[src/rtl/if_stage.sv]
// Instruction-fetch stage: owns the PC, next-PC selection and the imem read port.
// Optional stall counter output enabled by defining IF_STALL_CNT_EN.
module if_stage #(
    parameter logic [15:0] RESET_PC = 16'h0000,
    parameter logic [15:0] NO_OP    = 16'hF000
) (
    input  logic        clk,
    input  logic        rst,
    input  logic        data_hazard,
    input  logic        branch_taken,
    input  logic [15:0] branch_target,
    input  logic        call,
    input  logic [11:0] call_target,
    input  logic        ret_control,
    input  logic        ret_PC,
    input  logic [15:0] ret_addr,
    input  logic        halt,
    input  logic [15:0] imem_data,
    output logic [15:0] imem_addr,
    output logic        imem_rd_en,
    output logic [15:0] instruction_out,
    output logic [15:0] PC_out,
    output logic        PC_hazard,
    output logic        halted
`ifdef IF_STALL_CNT_EN
    ,
    output logic [15:0] stall_count
`endif
);

    typedef enum logic [1:0] {
        S_RUN      = 2'd0,
        S_RET_WAIT = 2'd1,
        S_HALTED   = 2'd2
    } state_t;

    state_t      r_state;
    state_t      w_state_nxt;
    logic [15:0] r_pc;
    logic [15:0] w_pc_nxt;
    logic [15:0] w_pc_inc;
    logic        w_redirect;

    assign w_pc_inc = r_pc + 16'd1;

    // Stage boundary: PC and state registers
    always_ff @(posedge clk or posedge rst) begin
        if (rst) begin
            r_state <= S_RUN;
            r_pc    <= RESET_PC;
        end else begin
            r_state <= w_state_nxt;
            r_pc    <= w_pc_nxt;
        end
    end

    always_comb begin
        w_state_nxt = r_state;
        w_pc_nxt    = r_pc;
        w_redirect  = 1'b0;
        case (r_state)
            S_RUN: begin
                if (halt) begin
                    w_state_nxt = S_HALTED;
                end else if (ret_PC) begin
                    w_pc_nxt   = ret_addr;
                    w_redirect = 1'b1;
                end else if (branch_taken) begin
                    // A taken branch flushes the stalled slot, so it beats data_hazard.
                    w_pc_nxt   = branch_target;
                    w_redirect = 1'b1;
                end else if (call) begin
                    w_pc_nxt   = {w_pc_inc[15:12], call_target};
                    w_redirect = 1'b1;
                end else if (ret_control) begin
                    w_state_nxt = S_RET_WAIT;
                end else if (!data_hazard) begin
                    w_pc_nxt = w_pc_inc;
                end
            end
            S_RET_WAIT: begin
                if (halt) begin
                    w_state_nxt = S_HALTED;
                end else if (ret_PC) begin
                    w_pc_nxt    = ret_addr;
                    w_redirect  = 1'b1;
                    w_state_nxt = S_RUN;
                end
            end
            S_HALTED: begin
                w_state_nxt = S_HALTED;
            end
            default: begin
                w_state_nxt = S_RUN;
            end
        endcase
    end

    assign imem_addr       = r_pc;
    assign PC_out          = w_pc_inc;
    assign imem_rd_en      = (r_state == S_RUN);
    assign instruction_out = (r_state == S_RUN) ? imem_data : NO_OP;
    assign PC_hazard       = w_redirect && !rst;
    assign halted          = (r_state == S_HALTED);

`ifdef IF_STALL_CNT_EN
    logic [15:0] r_stall_count;
    logic        w_stall;

    assign w_stall = ((r_state == S_RUN) && data_hazard && !w_redirect) ||
                     (r_state == S_RET_WAIT);

    always_ff @(posedge clk or posedge rst) begin
        if (rst) begin
            r_stall_count <= 16'd0;
        end else if (w_stall && (r_stall_count != 16'hFFFF)) begin
            r_stall_count <= r_stall_count + 16'd1;
        end
    end

    assign stall_count = r_stall_count;
`endif

endmodule

[config.mk]
export PLATFORM = sky130hd
export DESIGN_NAME = if_stage
export DESIGN_NICKNAME = d
export VERILOG_FILES = /design/src/rtl/if_stage.sv
export SDC_FILE = /design/constraint.sdc
export NUM_CORES = 1
export LEC_CHECK = 0
export BUFFER_PORTS_ARGS = -buffer_cell sky130_fd_sc_hd__buf_2
export CAP_MARGIN = 30
export CELL_PAD_IN_SITES_DETAIL_PLACEMENT = 0
export CELL_PAD_IN_SITES_GLOBAL_PLACEMENT = 1
export CORE_UTILIZATION = 28
export DETAILED_ROUTE_END_ITERATION = 7
export GPL_ROUTABILITY_DRIVEN = 0
export GPL_TIMING_DRIVEN = 0
export PLACE_DENSITY_LB_ADDON = 0.1
export SLEW_MARGIN = 20
export SYNTH_ARGS = -nofsm -noshare
export SYNTH_HDL_FRONTEND = slang
export SYNTH_SLANG_ARGS = --single-unit
[constraint.sdc]
create_clock -name clk -period 1.9 [get_ports clk]
set_input_delay 0.19 -clock clk [delete_from_list [all_inputs] [get_ports clk]]
set_output_delay 0.19 -clock clk [all_outputs]
set_load 0.005 [all_outputs]
==> insert_results.sql, run 1 <==
INSERT INTO impl_metrics (metric_group, metric, value, unit) VALUES
('run_status', 'outcome', 'finished with violations', ''),
('run_status', 'violations', 'design-rule violations', ''),
('floorplan', 'core_area', '0.00589', 'mm2'),
('placed_design', 'dp.cells', '412', ''),
('job', 'max_cap_viol_count', '0', ''),
('cts', 'cts_buffer_depth', '2', ''),
('finish', 'stdcell_area', '0.00257', 'mm2'),
('route', 'routedWlPerCell', '16.0', 'um'),
('floorplan', 'floorplan.rows', '28', ''),
('global_routing', 'antenna_found_initial', '0', ''),
('critical_path', 'cp_data_arrival_time', '1.70', 'ns'),
('critical_path', 'critical_path.reg2reg.endpoint', 'imem_addr[9]', ''),
('synthesis', 'yosys-mux-area-fraction', '1.84', '%'),
('critical_path', 'timing.critical_path.fanout_max', '6', ''),
('placed_design', 'io_buffer_count', '116', ''),
('finish', 'final_cell_count_no_fill', '425', ''),
('floorplan', 'design.die.area', '0.00638', 'mm2'),
('critical_path', 'timing.setup.critical_path_class', 'reg -> out', ''),
('sta', 'timing.max_slew.rel_slack', '48.0', '%'),
('critical_path', 'worst_stage_delay_on_the_critical_path', '0.52', 'ns'),
('power', 'total_power_after_layout', '2.73', 'mW'),
('finish', 'drive_above_1_share', '48.0', '%'),
('route', 'postRouteWirelength', '6.78', 'mm'),
('sta', 'finalWorstPathRequiredPeriod', '1.89', 'ns'),
('synthesis', 'synth_compound_gate_area_share', '26.8', '%'),
('critical_path', 'setup.worst_path.end_class', 'output port', ''),
('cts', 'numCtsBuffers', '3', ''),
('synthesis', 'postSynthCellCount', '221', ''),
('finish', 'final_nets', '421', ''),
('floorplan', 'die_height', '79.9', 'um'),
('cts', 'clk_root_buffer_cell', 'sky130_fd_sc_hd__clkbuf_8', ''),
('sta', 'slew_viol_final', '0', ''),
('sta', 'setup_viol', '0', ''),
('finish', 'fillers', '656', ''),
('synthesis', 'yosys.area_share.xor_xnor', '5.67', '%'),
('power', 'ir_drop', '426', 'uV'),
('placed_design', 'dpl.hpwl', '5.07', 'mm'),
('critical_path', 'timing.critical_path.slowest_stage_cell', 'sky130_fd_sc_hd__dfrtp_1', ''),
('synthesis', 'ys_seq_area_share', '26.5', '%'),
('synthesis', 'dominantRegCellSynth', 'sky130_fd_sc_hd__dfrtp_1', ''),
('global_routing', 'first_global_vias', '2017', ''),
('synthesis', 'syn-num-nets', '290', ''),
('finish', 'num_antenna_cells', '0', ''),
('sta', 'period_share', '99.3', '%'),
('route', 'drt_first_iter_violations', '135', ''),
('synthesis', 'ys_seq_elements', '18', ''),
('placed_design', 'post_dp_cell_area', '0.00237', 'mm2'),
('finish', 'syn_to_final_growth', '51.5', '%'),
('route', 'drcViolationCount', '2', ''),
('cts', 'hold_buffers', '0', ''),
('critical_path', 'cell_by_cell_trace_of_the_critical_path', 'nand3_1, o31a_1, or2_2, buf_2', ''),
('synthesis', 'netlist_area', '0.00170', 'mm2'),
('global_routing', 'grt_start_max_net_pins', '19', ''),
('critical_path', 'cp_data_required_time', '1.71', 'ns'),
('cts', 'reg_clk_slew_reported_paths', '0.07', 'ns'),
('sta', 'maxClockFrequency', '530', 'MHz'),
('route', 'firstDrtPassIters', '6', ''),
('cts', 'clk_latency', '0.26', 'ns'),
('critical_path', 'reg2regPathDepth', '6', ''),
('floorplan', 'starting_density', '28.9', '%'),
('global_routing', 'grt_first_pass_wirelength', '10.2', 'mm'),
('critical_path', 'stages_on_worst_setup_path', '4', ''),
('sta', 'worstMarginPinSlew', '0.779', 'ns'),
('synthesis', 'number_of_enable_flip_flop_cells_after_synthesis', '0', ''),
('min_path', 'holdCritPathClass', 'in -> async', ''),
('sta', 'skew', '0.00157', 'ns'),
('critical_path', 'cell_type_group_with_the_largest_total_delay_on_the_critical_path', 'flip-flops', ''),
('power', 'power.static_leakage', '1.27', 'nW'),
('synthesis', 'synthAdderAreaFrac', '0.736', '%'),
('sta', 'fin_worst_hold_slack', '0.0722', 'ns'),
('floorplan', 'die_width', '79.9', 'um');
[layout by cell type (no fill, tap or decap), types with 3 or more instances in the layout]
master                     synthesis  layout
sky130_fd_sc_hd__nor4_1            3       3
sky130_fd_sc_hd__xor2_1            5       5
sky130_fd_sc_hd__nand2_1          22      21
sky130_fd_sc_hd__buf_4             0      13
sky130_fd_sc_hd__or3_1             6       6
sky130_fd_sc_hd__o31a_1            4       4
sky130_fd_sc_hd__nor2_1           21      19
sky130_fd_sc_hd__nand3_1           6       6
sky130_fd_sc_hd__inv_1             9       9
sky130_fd_sc_hd__buf_2             9     123
sky130_fd_sc_hd__a21o_1            4       4
sky130_fd_sc_hd__o211ai_1          4       4
sky130_fd_sc_hd__a21oi_1           8       8
sky130_fd_sc_hd__clkbuf_1          5       3
sky130_fd_sc_hd__dfrtp_2           0       8
sky130_fd_sc_hd__clkbuf_8          0       3
sky130_fd_sc_hd__or2_2             3       3
sky130_fd_sc_hd__o21a_1            3       3
sky130_fd_sc_hd__xnor2_1           6       6
sky130_fd_sc_hd__a211oi_1          5       5
sky130_fd_sc_hd__and2_1           12      12
sky130_fd_sc_hd__dfrtp_1          18      10
sky130_fd_sc_hd__nor3_1           12      12
sky130_fd_sc_hd__o21ai_0          15      14
[repair_timing]
item / in CTS / in global routing
setup endpoints to repair: 17 / 32
resized for setup: 14 / 12
pin swaps: 3 / 3
cloned: 0 / 0
endpoints found under the hold margin: 0 / 0
setup buffers: 5 / 6
[flip-flops by register name, summed over array words and instances (netlist names)]
signal / flops
imem_addr: 16
r_state: 2
[worst max path at each step]
stage,startpoint,endpoint
2_1_floorplan,imem_addr[0],imem_addr[10]
3_3_place_gp,imem_addr[0],imem_addr[10]
3_5_place_dp,r_state[0],imem_addr[3]
4_1_cts,imem_addr[2],PC_out[11]
5_1_grt,imem_addr[6],PC_out[13]
6_report,imem_addr[8],PC_out[10]
[metrics by stage]
step | setup TNS, ns | worst slack (ns)
final | 0 | 0.0142
after global routing | -0.0922 | -0.0330
after CTS | -0.00499 | -0.00499
after detailed placement | -0.201 | -0.0419
after global placement | 0 | 0.000305
after floorplan | 0 | 0.210
[cells in the mapped netlist (2+ instances only)]
cell | number | share of area (%)
sky130_fd_sc_hd__a21o_1 | 4 | 1.8
sky130_fd_sc_hd__nand3_1 | 6 | 1.8
sky130_fd_sc_hd__buf_2 | 9 | 2.7
sky130_fd_sc_hd__xnor2_1 | 6 | 3.1
sky130_fd_sc_hd__a211oi_1 | 5 | 2.2
sky130_fd_sc_hd__nand2_1 | 22 | 4.9
sky130_fd_sc_hd__a21oi_1 | 8 | 2.4
sky130_fd_sc_hd__clkbuf_1 | 5 | 1.1
sky130_fd_sc_hd__o21a_1 | 3 | 1.3
sky130_fd_sc_hd__a31oi_1 | 2 | 0.74
sky130_fd_sc_hd__mux2i_1 | 2 | 1.2
sky130_fd_sc_hd__nor3_1 | 12 | 3.5
sky130_fd_sc_hd__o211ai_1 | 4 | 1.8
sky130_fd_sc_hd__o31ai_1 | 2 | 0.88
sky130_fd_sc_hd__o31a_1 | 4 | 2.1
sky130_fd_sc_hd__o22ai_1 | 2 | 0.74
sky130_fd_sc_hd__and3_1 | 2 | 0.74
sky130_fd_sc_hd__nor4_1 | 3 | 1.1
sky130_fd_sc_hd__or2_2 | 3 | 1.1
sky130_fd_sc_hd__nand2b_1 | 2 | 0.74
sky130_fd_sc_hd__or3_1 | 6 | 2.2
sky130_fd_sc_hd__nor2_1 | 21 | 4.6
sky130_fd_sc_hd__nor4_2 | 2 | 1.5
sky130_fd_sc_hd__o221ai_1 | 2 | 1.0
sky130_fd_sc_hd__and2_1 | 12 | 4.4
sky130_fd_sc_hd__xor2_1 | 5 | 2.6
sky130_fd_sc_hd__o21ai_0 | 15 | 4.4
sky130_fd_sc_hd__a22o_1 | 2 | 1.0
sky130_fd_sc_hd__dfrtp_1 | 18 | 27
sky130_fd_sc_hd__inv_1 | 9 | 2.0
[layout make-up]
type                            instances  share of cell area, %
Buffer                                 14                   2.72
Sequential cell                        18                   17.9
Tap cell                               75                   3.64
Inverter                               10                   1.46
Multi-Input combinational cell        178                   46.9
Timing Repair Buffer                  127                   25.8
Clock buffer                            3                   1.60
[cells by family (layout without fill, tap and decap cells)]
logic type	after synthesis	in the layout
multiplexers	3	3
adder cells (fa/ha/maj)	1	1
XOR/XNOR	11	11
AND/OR/NAND/NOR	98	98
buffers and inverters	25	154
flip-flops	18	18
AO/OA/AOI/OAI	65	65
[layer usage]
| metal | part of all wire [%] | global-route usage [%] |
|---|---|---|
| met5 | 0 | 0 |
| met4 | 0.78 | 4.29 |
| met3 | 6.4 | 3.43 |
| met2 | 48 | 36.2 |
| met1 | 45 | 28.0 |
[report_power, final]
group	switching (mW)	internal (mW)	total, mW
clock network	0.144	0.142	0.285
registers	0.314	0.570	0.884
logic	0.747	0.810	1.56
(Power assumes the default switching activity.)
==> inputs of run 2 (changes only) <==
- ABC_AREA: default -> 1
- CAP_MARGIN: 30 -> 20
- CORE_UTILIZATION: 28 -> 27
- GPL_TIMING_DRIVEN: 0 -> default
==> run 2 against run 1 <==
The flow now finishes without violations. Non-clock buffer count fell by 14. Total power rose by 4.0%. Sequential power fell by 6.1%. Via count rose by 4.1%. Clock-buffer cell count rose by 1. Fmax rose by 5.1%. Combinational power rose by 6%. Flip-flop and latch count did not move. Clock power rose by 20%. Critical path type unchanged. Worst setup slack improved by 0.092 ns. Final area fell by 2.7%.
==> insert_results.sql, run 2 <==
INSERT INTO impl_metrics (metric_group, metric, value, unit) VALUES
('critical_path', 'timing.critical_path.fanout_max', '5', ''),
('finish', 'stdcell_area', '0.00250', 'mm2'),
('synthesis', 'yosys_warnings', '0', ''),
('critical_path', 'reg2regPathDepth', '6', ''),
('finish', 'mostFrequentLayoutCell', 'sky130_fd_sc_hd__buf_2', ''),
('synthesis', 'netlist_area', '0.00178', 'mm2'),
('synthesis', 'netlist.top_cell.by_area', 'sky130_fd_sc_hd__dfrtp_1', ''),
('route', 'drt_first_iter_violations', '53', ''),
('power', 'total_power_after_layout', '2.83', 'mW'),
('sta', 'skew', '0.00809', 'ns'),
('global_routing', 'grt_overflow', '0', ''),
('floorplan', 'starting_density', '28.1', '%'),
('synthesis', 'syn_avg_cell_area', '5.98', 'um2'),
('sta', 'timing.max_slew.rel_slack', '62.9', '%'),
('cts', 'cts_buffer_depth', '2', ''),
('critical_path', 'startpoint', 'imem_addr[1]', ''),
('floorplan', 'core_area', '0.00635', 'mm2'),
('route', 'drcViolationCount', '0', ''),
('critical_path', 'cp_data_required_time', '1.71', 'ns'),
('floorplan', 'die_height', '83.3', 'um'),
('min_path', 'holdPathEnd', 'r_state[1]', ''),
('synthesis', 'largest_family_of_logic_cells_by_synthesized_area', 'simple AND/OR/NAND/NOR gates', ''),
('floorplan', 'boundaryPins', '119', ''),
('finish', 'syn_to_final_growth', '40.5', '%'),
('placed_design', 'io_buffer_count', '118', ''),
('finish', 'largest_register_ff_count', '16', ''),
('global_routing', 'antenna_found_initial', '0', ''),
('sta', 'final_critical_path_setup_slack', '0.106', 'ns'),
('power', 'pwr-share-seq', '29.3', '%'),
('power', 'switching_power', '1.34', 'mW'),
('route', 'vias', '2246', ''),
('run_status', 'outcome', 'complete, no violations', ''),
('min_path', 'whs_path_depth', '3', ''),
('global_routing', 'grt_first_pass_wirelength', '10.3', 'mm'),
('global_routing', 'grt_start_max_net_pins', '19', ''),
('synthesis', 'yosys.area_share.xor_xnor', '1.47', '%'),
('finish', 'final-seq-area', '452', 'um2'),
('route', 'detail_route.vias_per_cell', '4.53', ''),
('synthesis', 'post_synth_and_or_nand_nor_area_fraction', '43.4', '%'),
('floorplan', 'floorplan.rows', '29', ''),
('finish', 'final_cell_count_no_fill', '496', ''),
('finish', 'fillers', '720', ''),
('placed_design', 'post_dp_cell_area', '0.00241', 'mm2'),
('critical_path', 'r2r_setup_slack', '0.30', 'ns'),
('sta', 'setup_total_negative_slack', '0', 'ns'),
('sta', 'finalWorstPathRequiredPeriod', '1.79', 'ns'),
('power', 'ir_drop', '516', 'uV'),
('route', 'postRouteWirelength', '6.40', 'mm'),
('route', 'firstDrtPassIters', '4', ''),
('synthesis', 'synthAdderAreaFrac', '0.702', '%'),
('synthesis', 'ys_seq_area_share', '25.3', '%'),
('sta', 'setup_viol', '0', ''),
('sta', 'worstMarginPinSlew', '0.556', 'ns'),
('placed_design', 'dp.cells', '488', ''),
('power', 'cellPowerDensity', '1130', 'mW/mm2'),
('power', 'comb_power_share', '58.7', '%'),
('cts', 'cts_tree', 'yes', ''),
('power', 'switching_share', '47.2', '%'),
('synthesis', 'post-synth-top-count-cell', 'sky130_fd_sc_hd__nand2_1', ''),
('floorplan', 'design.die.area', '0.00693', 'mm2'),
('synthesis', 'synthDominantCellAreaShare', '25.3', '%'),
('synthesis', 'postSynthCellCount', '298', ''),
('finish', 'final_nets', '489', ''),
('critical_path', 'start_kind', 'flip-flop', ''),
('synthesis', 'biggest_area_contributors_in_the_synthesized_netlist', 'sky130_fd_sc_hd__dfrtp_1 (25%), sky130_fd_sc_hd__nand2_1 (16%), sky130_fd_sc_hd__nor2_1 (13%)', ''),
('min_path', 'hp_start', 'halt', ''),
('sta', 'maxClockFrequency', '557', 'MHz'),
('finish', 'area_of_combinational_cells_with_multiple_inputs', '0.00109', 'mm2'),
('sta', 'slew_viol_final', '0', ''),
('synthesis', 'synthDistinctLibCells', '28', ''),
('cts', 'clk_latency', '0.27', 'ns'),
('floorplan', 'die_width', '83.3', 'um'),
('route', 'antenna_viol_nets_final', '0', ''),
('cts', 'h-tree-depth', '1', ''),
('synthesis', 'yosys-mux-area-fraction', '0', '%'),
('critical_path', 'critical_path.reg2reg.startpoint', 'r_state[1]', ''),
('critical_path', 'timing.setup.critical_path_class', 'reg -> out', ''),
('synthesis', 'dominantRegCellSynth', 'sky130_fd_sc_hd__dfrtp_1', ''),
('global_routing', 'first_global_vias', '2070', ''),
('sta', 'hold_viol', '0', ''),
('sta', 'unrepaired_setup_endpoints_after_global_routing', 'false', ''),
('power', 'p_int', '1.50', 'mW'),
('synthesis', 'synthTopCellsByCount', 'sky130_fd_sc_hd__nand2_1 (77), sky130_fd_sc_hd__nor2_1 (60), sky130_fd_sc_hd__inv_1 (37)', ''),
('synthesis', 'ys_async_sr_fraction', '100', '%'),
('sta', 'period_share', '94.4', '%'),
('placed_design', 'dpl.hpwl', '4.86', 'mm'),
('finish', 'drive_above_1_share', '35.1', '%'),
('route', 'routedWlPerCell', '12.9', 'um'),
('job', 'max_cap_viol_count', '0', ''),
('cts', 'numCtsBuffers', '3', ''),
('cts', 'clock_sink_count', '18', ''),
('cts', 'clk_root_buffer_cell', 'sky130_fd_sc_hd__clkbuf_8', ''),
('synthesis', 'number_of_enable_flip_flop_cells_after_synthesis', '0', ''),
('synthesis', 'synth_compound_gate_area_share', '14.9', '%'),
('power', 'power_frac_clock', '12.0', '%'),
('finish', 'num_antenna_cells', '0', ''),
('critical_path', 'critical_path.reg2reg.endpoint', 'imem_addr[0]', ''),
('cts', 'reg_clk_slew_reported_paths', '0.08', 'ns'),
('power', 'power.static_leakage', '1.42', 'nW'),
('global_routing', 'grtUsageTotal', '18.7', '%'),
('min_path', 'holdCritPathClass', 'in -> reg', ''),
('critical_path', 'setup.worst_path.end_class', 'output port', ''),
('finish', 'final_cell_mix', 'sky130_fd_sc_hd__buf_2 (118), sky130_fd_sc_hd__nand2_1 (77), sky130_fd_sc_hd__nor2_1 (60)', ''),
('synthesis', 'syn-num-nets', '367', ''),
('placed_design', 'pre_cts_ws', '0.259', 'ns'),
('synthesis', 'ys_seq_elements', '18', ''),
('critical_path', 'cp_data_arrival_time', '1.60', 'ns');
-- run 2: cell types whose count changed in the layout (fill, tap and decap cells not counted), moves of 10 or more --
cell / before / now
sky130_fd_sc_hd__a21oi_1: 8 / 30
sky130_fd_sc_hd__and2_1: 12 / 2
sky130_fd_sc_hd__inv_1: 9 / 37
sky130_fd_sc_hd__nand2_1: 21 / 77
sky130_fd_sc_hd__nor2_1: 19 / 60
sky130_fd_sc_hd__nor3_1: 12 / 0
-- run 2: power groups by stage --
stage               clock, mW  sequential [mW]  combinational [mW]
finish                  0.341            0.830                1.66
global route            0.361            0.870                1.90
CTS                     0.349            0.833                1.63
detailed placement          0            0.840                1.63
global placement            0            0.836                1.62
floorplan                   0            0.786               0.952
-- run 2: final cells by class --
cell class              instances  area share (%)
clock buffers                   4            2.20
inverters                      39            5.84
multi-input cells             231            43.7
flip-flops and latches         18            18.0
well taps                      77            3.85
repair buffers                127            26.4
-- run 2: kinds of logic (layout without fill, tap and decap cells) --
family	Yosys count	in the layout
xor gates and xnor gates	3	3
DFF	18	18
buffers and inverters	50	170
AOI/OAI and AO/OA	50	50
and+or+nand+nor	176	177
adders and majority gates	1	1
-- run 2: worst max-delay path, cell delays in order, from the launching register on --
cell and delay (ns):
sky130_fd_sc_hd__dfrtp_2 0.41, sky130_fd_sc_hd__ha_2 0.23, sky130_fd_sc_hd__nand3_4 0.13, sky130_fd_sc_hd__nor2_2 0.24, sky130_fd_sc_hd__nand2_1 0.07, sky130_fd_sc_hd__nand2_1 0.08, sky130_fd_sc_hd__nand2_2 0.05, sky130_fd_sc_hd__buf_2 0.12
-- run 2: stage by stage --
stage / utilization (%) / hold WS [ns]
2_1_floorplan: - / 0.129
3_3_place_gp: 37.9 / 0.249
3_5_place_dp: 37.9 / 0.256
4_1_cts: 38.9 / 0.170
5_1_grt: 39.4 / 0.179
6_report: 39.4 / 0.175
-- run 2: routing by layer --
metal / GRT usage (%) / routed length [um] / vias to the layer above / part of all wire (%)
met5: 0 / 0 / - / 0
met3: 2.19 / 307 / 6 / 4.8
met1: 23.9 / 2930 / 992 / 46
met2: 33.2 / 3100 / 66 / 48
li1: - / - / 1182 / -
met4: 4.55 / 61 / 0 / 0.95
-- run 2: timing repair --
item | 4_1_cts | 5_1_grt
hold buffers | 1 | 0
endpoints found under the hold margin | 18 | 0
resized for setup | 0 | 3
setup endpoints to repair | 0 | 5
setup buffers | 0 | 2
-- run 2: worst max-delay path by stage --
stage	to	slack, ns
2_1_floorplan	imem_addr[12]	0.48
3_3_place_gp	imem_addr[14]	0.26
3_5_place_dp	imem_addr[12]	0.26
4_1_cts	PC_out[12]	0.002
5_1_grt	PC_out[14]	0.004
6_report	PC_out[10]	0.11
